**config.mk**
```make
export PLATFORM = sky130hd
export DESIGN_NAME = id_ex_stage
export DESIGN_NICKNAME = d
export VERILOG_FILES = /design/src/rtl/core_pkg.sv /design/src/rtl/load_use_detect.sv /design/src/rtl/id_ex_stage.sv
export SDC_FILE = /design/constraint.sdc
export NUM_CORES = 1
export LEC_CHECK = 0
export BUFFER_PORTS_ARGS = -buffer_cell sky130_fd_sc_hd__buf_2
export CORE_AREA = 2 2 220 222
export CTS_CLUSTER_DIAMETER = 120
export DETAILED_ROUTE_END_ITERATION = 10
export DIE_AREA = 0 0 222 224
export GPL_ROUTABILITY_DRIVEN = 0
export PLACE_DENSITY = 0.5
export REMOVE_ABC_BUFFERS = 1
export SLEW_MARGIN = 0
export SYNTH_ARGS = -nofsm -noshare
export SYNTH_HDL_FRONTEND = slang
export SYNTH_SLANG_ARGS = --single-unit
```
**constraint.sdc**
```tcl
create_clock -name clk -period 0.8 [get_ports clk]
set_input_delay 0.16 -clock clk [delete_from_list [all_inputs] [get_ports clk]]
set_output_delay 0.16 -clock clk [all_outputs]
set_load 0.01 [all_outputs]
```
**src/rtl/core_pkg.sv**
```systemverilog
// Shared core definitions: datapath width defaults, ALUOp encodings,
// Funct field layout and the packed EX control bundle with its bubble value.
package core_pkg;

  localparam int unsigned XLEN_DFLT = 64;
  localparam int unsigned RAW_DFLT  = 5;
  localparam int unsigned ALUOP_W   = 2;
  localparam int unsigned FUNCT_W   = 4;

  // ALU operation class handed to ALU control in EX
  typedef enum logic [ALUOP_W-1:0] {
    ALUOP_LDST   = 2'b00,  // address add for loads/stores
    ALUOP_BRANCH = 2'b01,  // subtract for branch compare
    ALUOP_RTYPE  = 2'b10   // decode from Funct
  } aluop_e;

  // Funct field: {funct7[5], funct3}
  typedef struct packed {
    logic       f7b5;
    logic [2:0] f3;
  } funct_t;

  // Control bits carried from ID into EX
  typedef struct packed {
    logic               alu_src;
    logic               mem_read;
    logic               mem_write;
    logic               reg_write;
    logic               mem_to_reg;
    logic               branch;
    logic [ALUOP_W-1:0] alu_op;
  } ctrl_t;

  // A bubble: no writeback, no memory access, ALUOp 00
  localparam ctrl_t BUBBLE = '0;

endpackage

```
**src/rtl/load_use_detect.sv**
```systemverilog
// Combinational load-use hazard detector. Raises stall when the instruction in
// EX is a load whose non-zero destination is read by the valid ID instruction.
// Only compiled when ID_EX_HAZARD_EN is defined.
// Ports: ex_valid, ex_mem_read, ex_rd (EX state); id_valid, id_rs1, id_rs2
// (ID inputs); stall (combinational out).
`ifdef ID_EX_HAZARD_EN
module load_use_detect #(
  parameter int unsigned RAW = 5
) (
  input  logic           ex_valid,
  input  logic           ex_mem_read,
  input  logic [RAW-1:0] ex_rd,
  input  logic           id_valid,
  input  logic [RAW-1:0] id_rs1,
  input  logic [RAW-1:0] id_rs2,
  output logic           stall
);

  // x0 is never a hazard source
  assign stall = ex_valid & ex_mem_read & (ex_rd != '0) & id_valid &
                 ((ex_rd == id_rs1) | (ex_rd == id_rs2));

endmodule
`endif

```
**src/rtl/id_ex_stage.sv**
```systemverilog
// ID/EX pipeline register with load-use bubble insertion.
// Captures ID operands, immediate, register addresses and control at the end of
// ID and presents them to EX. Priority per edge: flush bubble, hold, load-use
// bubble, load.
// Optional feature macro: ID_EX_HAZARD_EN (load-use detection; when undefined
// stall_if is tied low).
// Ports: clk, reset_n (async active-low); id_* (ID slot inputs); flush, hold;
// ex_* (registered EX slot); stall_if (combinational load-use stall).
module id_ex_stage
  import core_pkg::*;
#(
  parameter int unsigned XLEN = XLEN_DFLT,
  parameter int unsigned RAW  = RAW_DFLT
) (
  input  logic               clk,
  input  logic               reset_n,
  input  logic               id_valid,
  input  logic [XLEN-1:0]    id_pc,
  input  logic [XLEN-1:0]    id_rs1_data,
  input  logic [XLEN-1:0]    id_rs2_data,
  input  logic [XLEN-1:0]    id_imm,
  input  logic [RAW-1:0]     id_rs1,
  input  logic [RAW-1:0]     id_rs2,
  input  logic [RAW-1:0]     id_rd,
  input  logic [ALUOP_W-1:0] id_ALUOp,
  input  logic [FUNCT_W-1:0] id_Funct,
  input  logic               id_ALUSrc,
  input  logic               id_MemRead,
  input  logic               id_MemWrite,
  input  logic               id_RegWrite,
  input  logic               id_MemtoReg,
  input  logic               id_Branch,
  input  logic               flush,
  input  logic               hold,
  output logic               ex_valid,
  output logic [XLEN-1:0]    ex_pc,
  output logic [XLEN-1:0]    ex_rs1_data,
  output logic [XLEN-1:0]    ex_rs2_data,
  output logic [XLEN-1:0]    ex_imm,
  output logic [RAW-1:0]     ex_rs1,
  output logic [RAW-1:0]     ex_rs2,
  output logic [RAW-1:0]     ex_rd,
  output logic [ALUOP_W-1:0] ex_ALUOp,
  output logic [FUNCT_W-1:0] ex_Funct,
  output logic               ex_ALUSrc,
  output logic               ex_MemRead,
  output logic               ex_MemWrite,
  output logic               ex_RegWrite,
  output logic               ex_MemtoReg,
  output logic               ex_Branch,
  output logic               stall_if
);

  ctrl_t id_ctrl;
  ctrl_t id_ctrl_gated;
  ctrl_t ex_ctrl;

  // Bundle ID control; an invalid ID slot contributes no side effects
  always_comb begin
    id_ctrl            = BUBBLE;
    id_ctrl.alu_src    = id_ALUSrc;
    id_ctrl.mem_read   = id_MemRead;
    id_ctrl.mem_write  = id_MemWrite;
    id_ctrl.reg_write  = id_RegWrite;
    id_ctrl.mem_to_reg = id_MemtoReg;
    id_ctrl.branch     = id_Branch;
    id_ctrl.alu_op     = id_ALUOp;
    id_ctrl_gated      = id_valid ? id_ctrl : BUBBLE;
  end

  // Load-use stall, combinational from EX state and ID inputs
`ifdef ID_EX_HAZARD_EN
  load_use_detect #(
    .RAW (RAW)
  ) u_load_use_detect (
    .ex_valid    (ex_valid),
    .ex_mem_read (ex_ctrl.mem_read),
    .ex_rd       (ex_rd),
    .id_valid    (id_valid),
    .id_rs1      (id_rs1),
    .id_rs2      (id_rs2),
    .stall       (stall_if)
  );
`else
  assign stall_if = 1'b0;
`endif

  // EX slot register: flush > hold > stall bubble > load
  always_ff @(posedge clk or negedge reset_n) begin
    if (!reset_n) begin
      ex_valid    <= 1'b0;
      ex_pc       <= '0;
      ex_rs1_data <= '0;
      ex_rs2_data <= '0;
      ex_imm      <= '0;
      ex_rs1      <= '0;
      ex_rs2      <= '0;
      ex_rd       <= '0;
      ex_Funct    <= '0;
      ex_ctrl     <= BUBBLE;
    end else if (flush || (!hold && stall_if)) begin
      ex_valid    <= 1'b0;
      ex_pc       <= '0;
      ex_rs1_data <= '0;
      ex_rs2_data <= '0;
      ex_imm      <= '0;
      ex_rs1      <= '0;
      ex_rs2      <= '0;
      ex_rd       <= '0;
      ex_Funct    <= '0;
      ex_ctrl     <= BUBBLE;
    end else if (!hold) begin
      ex_valid    <= id_valid;
      ex_pc       <= id_pc;
      ex_rs1_data <= id_rs1_data;
      ex_rs2_data <= id_rs2_data;
      ex_imm      <= id_imm;
      ex_rs1      <= id_rs1;
      ex_rs2      <= id_rs2;
      ex_rd       <= id_rd;
      ex_Funct    <= id_Funct;
      ex_ctrl     <= id_ctrl_gated;
    end
  end

  assign ex_ALUSrc   = ex_ctrl.alu_src;
  assign ex_MemRead  = ex_ctrl.mem_read;
  assign ex_MemWrite = ex_ctrl.mem_write;
  assign ex_RegWrite = ex_ctrl.reg_write;
  assign ex_MemtoReg = ex_ctrl.mem_to_reg;
  assign ex_Branch   = ex_ctrl.branch;
  assign ex_ALUOp    = ex_ctrl.alu_op;

endmodule
```
* Yosys cells after proc, flatten, opt, wreduce, memory -nomap -nowiden
Cells that the tools add are included.
** Operators by class
- Equality and inequality tests :: 1
- Mux-type cells :: 21
** Operators by type and width (count)
- $mux 64 :: 8
- $mux 5 :: 6
- $mux 8 :: 3
- $mux 4 :: 2
- $mux 1 :: 2
- $ne 2x2->1 const B :: 1
** Storage, ports and cells
- Output and inout port bits :: 285
- Logic and storage cells :: 38
- Register bits :: 284
- Bits of input ports :: 288

* Depth between registers and ports, before layout
- Word-level depth :: 3
- Gate-level depth with buffers :: 5
- Gate-level depth less buffers :: 2

* Worst setup path after synthesis
No wires, ideal clock.
- Path type :: in2reg
- Start point :: input hold
- End point :: register ex_pc[29]
- Required time :: 668 ps
- Slack :: -182 ps
- Arrival time :: 850 ps
- Library setup time :: 132 ps
- Stages on the path :: 5
- Path buffers :: 3
- Cells stage by stage :: buf_4 buf_6 buf_8 mux2i_1 nor2_1
** Between the ends
- Word-level cells in the longest chain between the ends :: 1
** RTL lines
- start, declared :: line id_ex_stage.sv:34 : input logic hold,
- $ne 2x2->1 (no source line)
- end signal, assigned :: line id_ex_stage.sv:114 : ex_pc <= id_pc;
- end, declared :: line id_ex_stage.sv:36 : output logic [XLEN-1:0] ex_pc,
Every way passes these cells.
A chain may end at the register's enable or synchronous reset.

* Worst setup path in the final report
- Start point :: register ex_imm[40]
- End point :: output ex_imm[40]
** RTL lines
- start, declared :: line id_ex_stage.sv:39 : output logic [XLEN-1:0] ex_imm,
- start signal, assigned :: line id_ex_stage.sv:117 : ex_imm <= id_imm;
No word-level cell between the ends.

==> reports/results.tsv <==
metric	value	unit
run_status	finished with violations	
violations	negative setup slack	
nNetsFinal	2209	
synth-seq-cells	284	
vias_per_cell	4.15	
layout_setup_ws	-0.451	ns
layout_common_cells	buf_2, dlygate4sd3_1, dfrtp_1, nor2_1, mux2i_1	
yosysUniqueCellTypes	14	
numCtsBuffers	35	
place_worst_setup_slack	-0.345	ns
root_buffer	clkbuf_16	
path_cells	buf_2	
post_drt_wl_per_cell	15.5	um
finalCritPeriodShare	156	%
h-tree-depth	2	
min_path_type	in2async	
syn_area_per_cell	12.7	um2
cp.buffers_inverters	1	
cp_slowest_cell	dfrtp_1	
totalWireLength	39.6	mm
yosysSeqAreaShare	61.3	%
crit_start	ex_imm[40]	
grt_max_degree	43	
drcViolationCount	0	
grt_pass1_wl	60.8	mm
reg2regPathDepth	3	
dieArea	49700	um2
dpl_cell_area	15600	um2
die_w	222	um
dp_hpwl	27.6	mm
max_freq	799	MHz
peakVddDrop	1.68	mV
drive_gt1_share	41.5	%
start_util	24.5	%
rsz0062_at_grt	yes	
timing.rr.start	ex_imm[11]	
fin_util	44.8	%
cp-start-kind	flip-flop	
insertion_delay	0.52	ns
required	0.64	ns
ant_nets	0	
grt-ovfl-total	0	
syn-instance-count	913	
yosys_warnings	0	
slew_viol_final	0	
cts_sinks	284	
crit_family	flip-flops	
rows	80	
clk_pin_slew	0.06	ns
worst-path-stages	1	
layout_commonest_cell	buf_2	
grt_pass1_vias	11200	
vias	10600	
hold_viol_final	0	
ioPinCount	573	
clockBufferDepth	3	
drt_pass1_iterations	5	
path_max_fanout	2	
core	47300	um2
diodes	0	
powerDensity	1790	nW/um2
p_leak	11.4	nW
skew	0	ns
maxCapViolCount	0	
die_y	224	um
cp.arrival	1.09	ns
io_buffers	571	
totalPowerFinal	37.9	mW
max_stage_delay	0.41	ns
netlist_area	11600	um2
setup_viol	366	
area_growth	82.9	%
cp-end-kind	output port	
maxSlewHeadroom	63.8	%
drtIter0Drc	402	
design_area	21200	um2
critical_path_class	reg2out	
cts_tree	built	
grt_util_all_layers	15.2	%
fin_crit	1.25	ns
antenna_found_initial	0	
worst_pin_slew	0.541	ns
nFillCells	4371	
[cells by family after synthesis]
group	Yosys count	synth area share, %
AO/OA/AOI/OAI	8	0.690
buffers and inverters	66	5.17
flip-flops	284	61.3
multiplexers	276	23.8
other	1	0.0323
AND/OR/NAND/NOR	278	9.04
[area by class of cell]
type	instances	area [um2]	area share [%]
clock buffer	52	1050	4.96
multi-input combinational	563	3910	18.4
tap	615	769	3.63
sequential	284	7110	33.5
inverter	1	3.75	0.0177
clock inverter	5	56.3	0.265
timing repair buffer	1036	8320	39.2
[power breakdown]
group / switching (mW) / internal (mW)
combinational: 2.88 / 3.98
sequential: 0.535 / 15.2
clock: 5.96 / 9.36
[metrics by stage]
stage	hold slack, ns	TNS [ns]	instances
floorplan	-0.136	0	848
global placement	-0.0201	-58.70	2112
detailed placement	-0.0214	-63.24	2112
CTS	0.0221	-126.91	2499
global route	0.0115	-133.90	2556
finish	0.0378	-114.55	2556
[timing repair]
action	CTS	global route
hold endpoints to repair	568	0
setup endpoints to repair	284	331
hold buffers	286	0
setup buffers	44	70
resized for setup	115	68
pin swaps	6	23
[Yosys cell counts]
library cell | instances | area share, %
clkbuf_1 | 7 | 0.23
buf_4 | 6 | 0.39
mux2i_1 | 276 | 24
buf_6 | 1 | 0.097
buf_12 | 2 | 0.35
nor2_1 | 276 | 8.9
nor2b_1 | 2 | 0.11
conb_1 | 1 | 0.032
inv_1 | 1 | 0.032
buf_2 | 24 | 1.0
a32o_1 | 8 | 0.69
dfrtp_1 | 284 | 61
buf_8 | 23 | 3.0
buf_1 | 2 | 0.065
[routing by layer]
layer / up-vias / global-route usage, % / routed length (um) / share of wire [%]
met1: 5135 / 17.7 / 15600 / 39
met4: 0 / 5.62 / 1100 / 2.8
li1: 5032 / - / - / -
met2: 364 / 26.9 / 20500 / 52
met5: - / 0 / 0 / 0
met3: 72 / 3.83 / 2470 / 6.2
[path summary, 6_finish.rpt]
check                                   to  slack [ns]
max                             ex_imm[40]       -0.45
min                            ex_Funct[2]        0.04
max reg2reg                     ex_imm[11]       -0.05
min reg2reg                     ex_imm[13]        0.52
max in group asynchronous  ex_rs2_data[50]        0.20
min in group clk                  ex_valid        0.06
[flip-flops by register name (all words and copies together) (netlist names), 2 cells and up]
register     cells
ex_imm          64
ex_rs1           5
ex_rs2_data     64
ex_ALUOp         2
ex_rs1_data     64
ex_rd            5
ex_rs2           5
ex_Funct         4
ex_pc           64
Power figures use the tool's default switching activity.
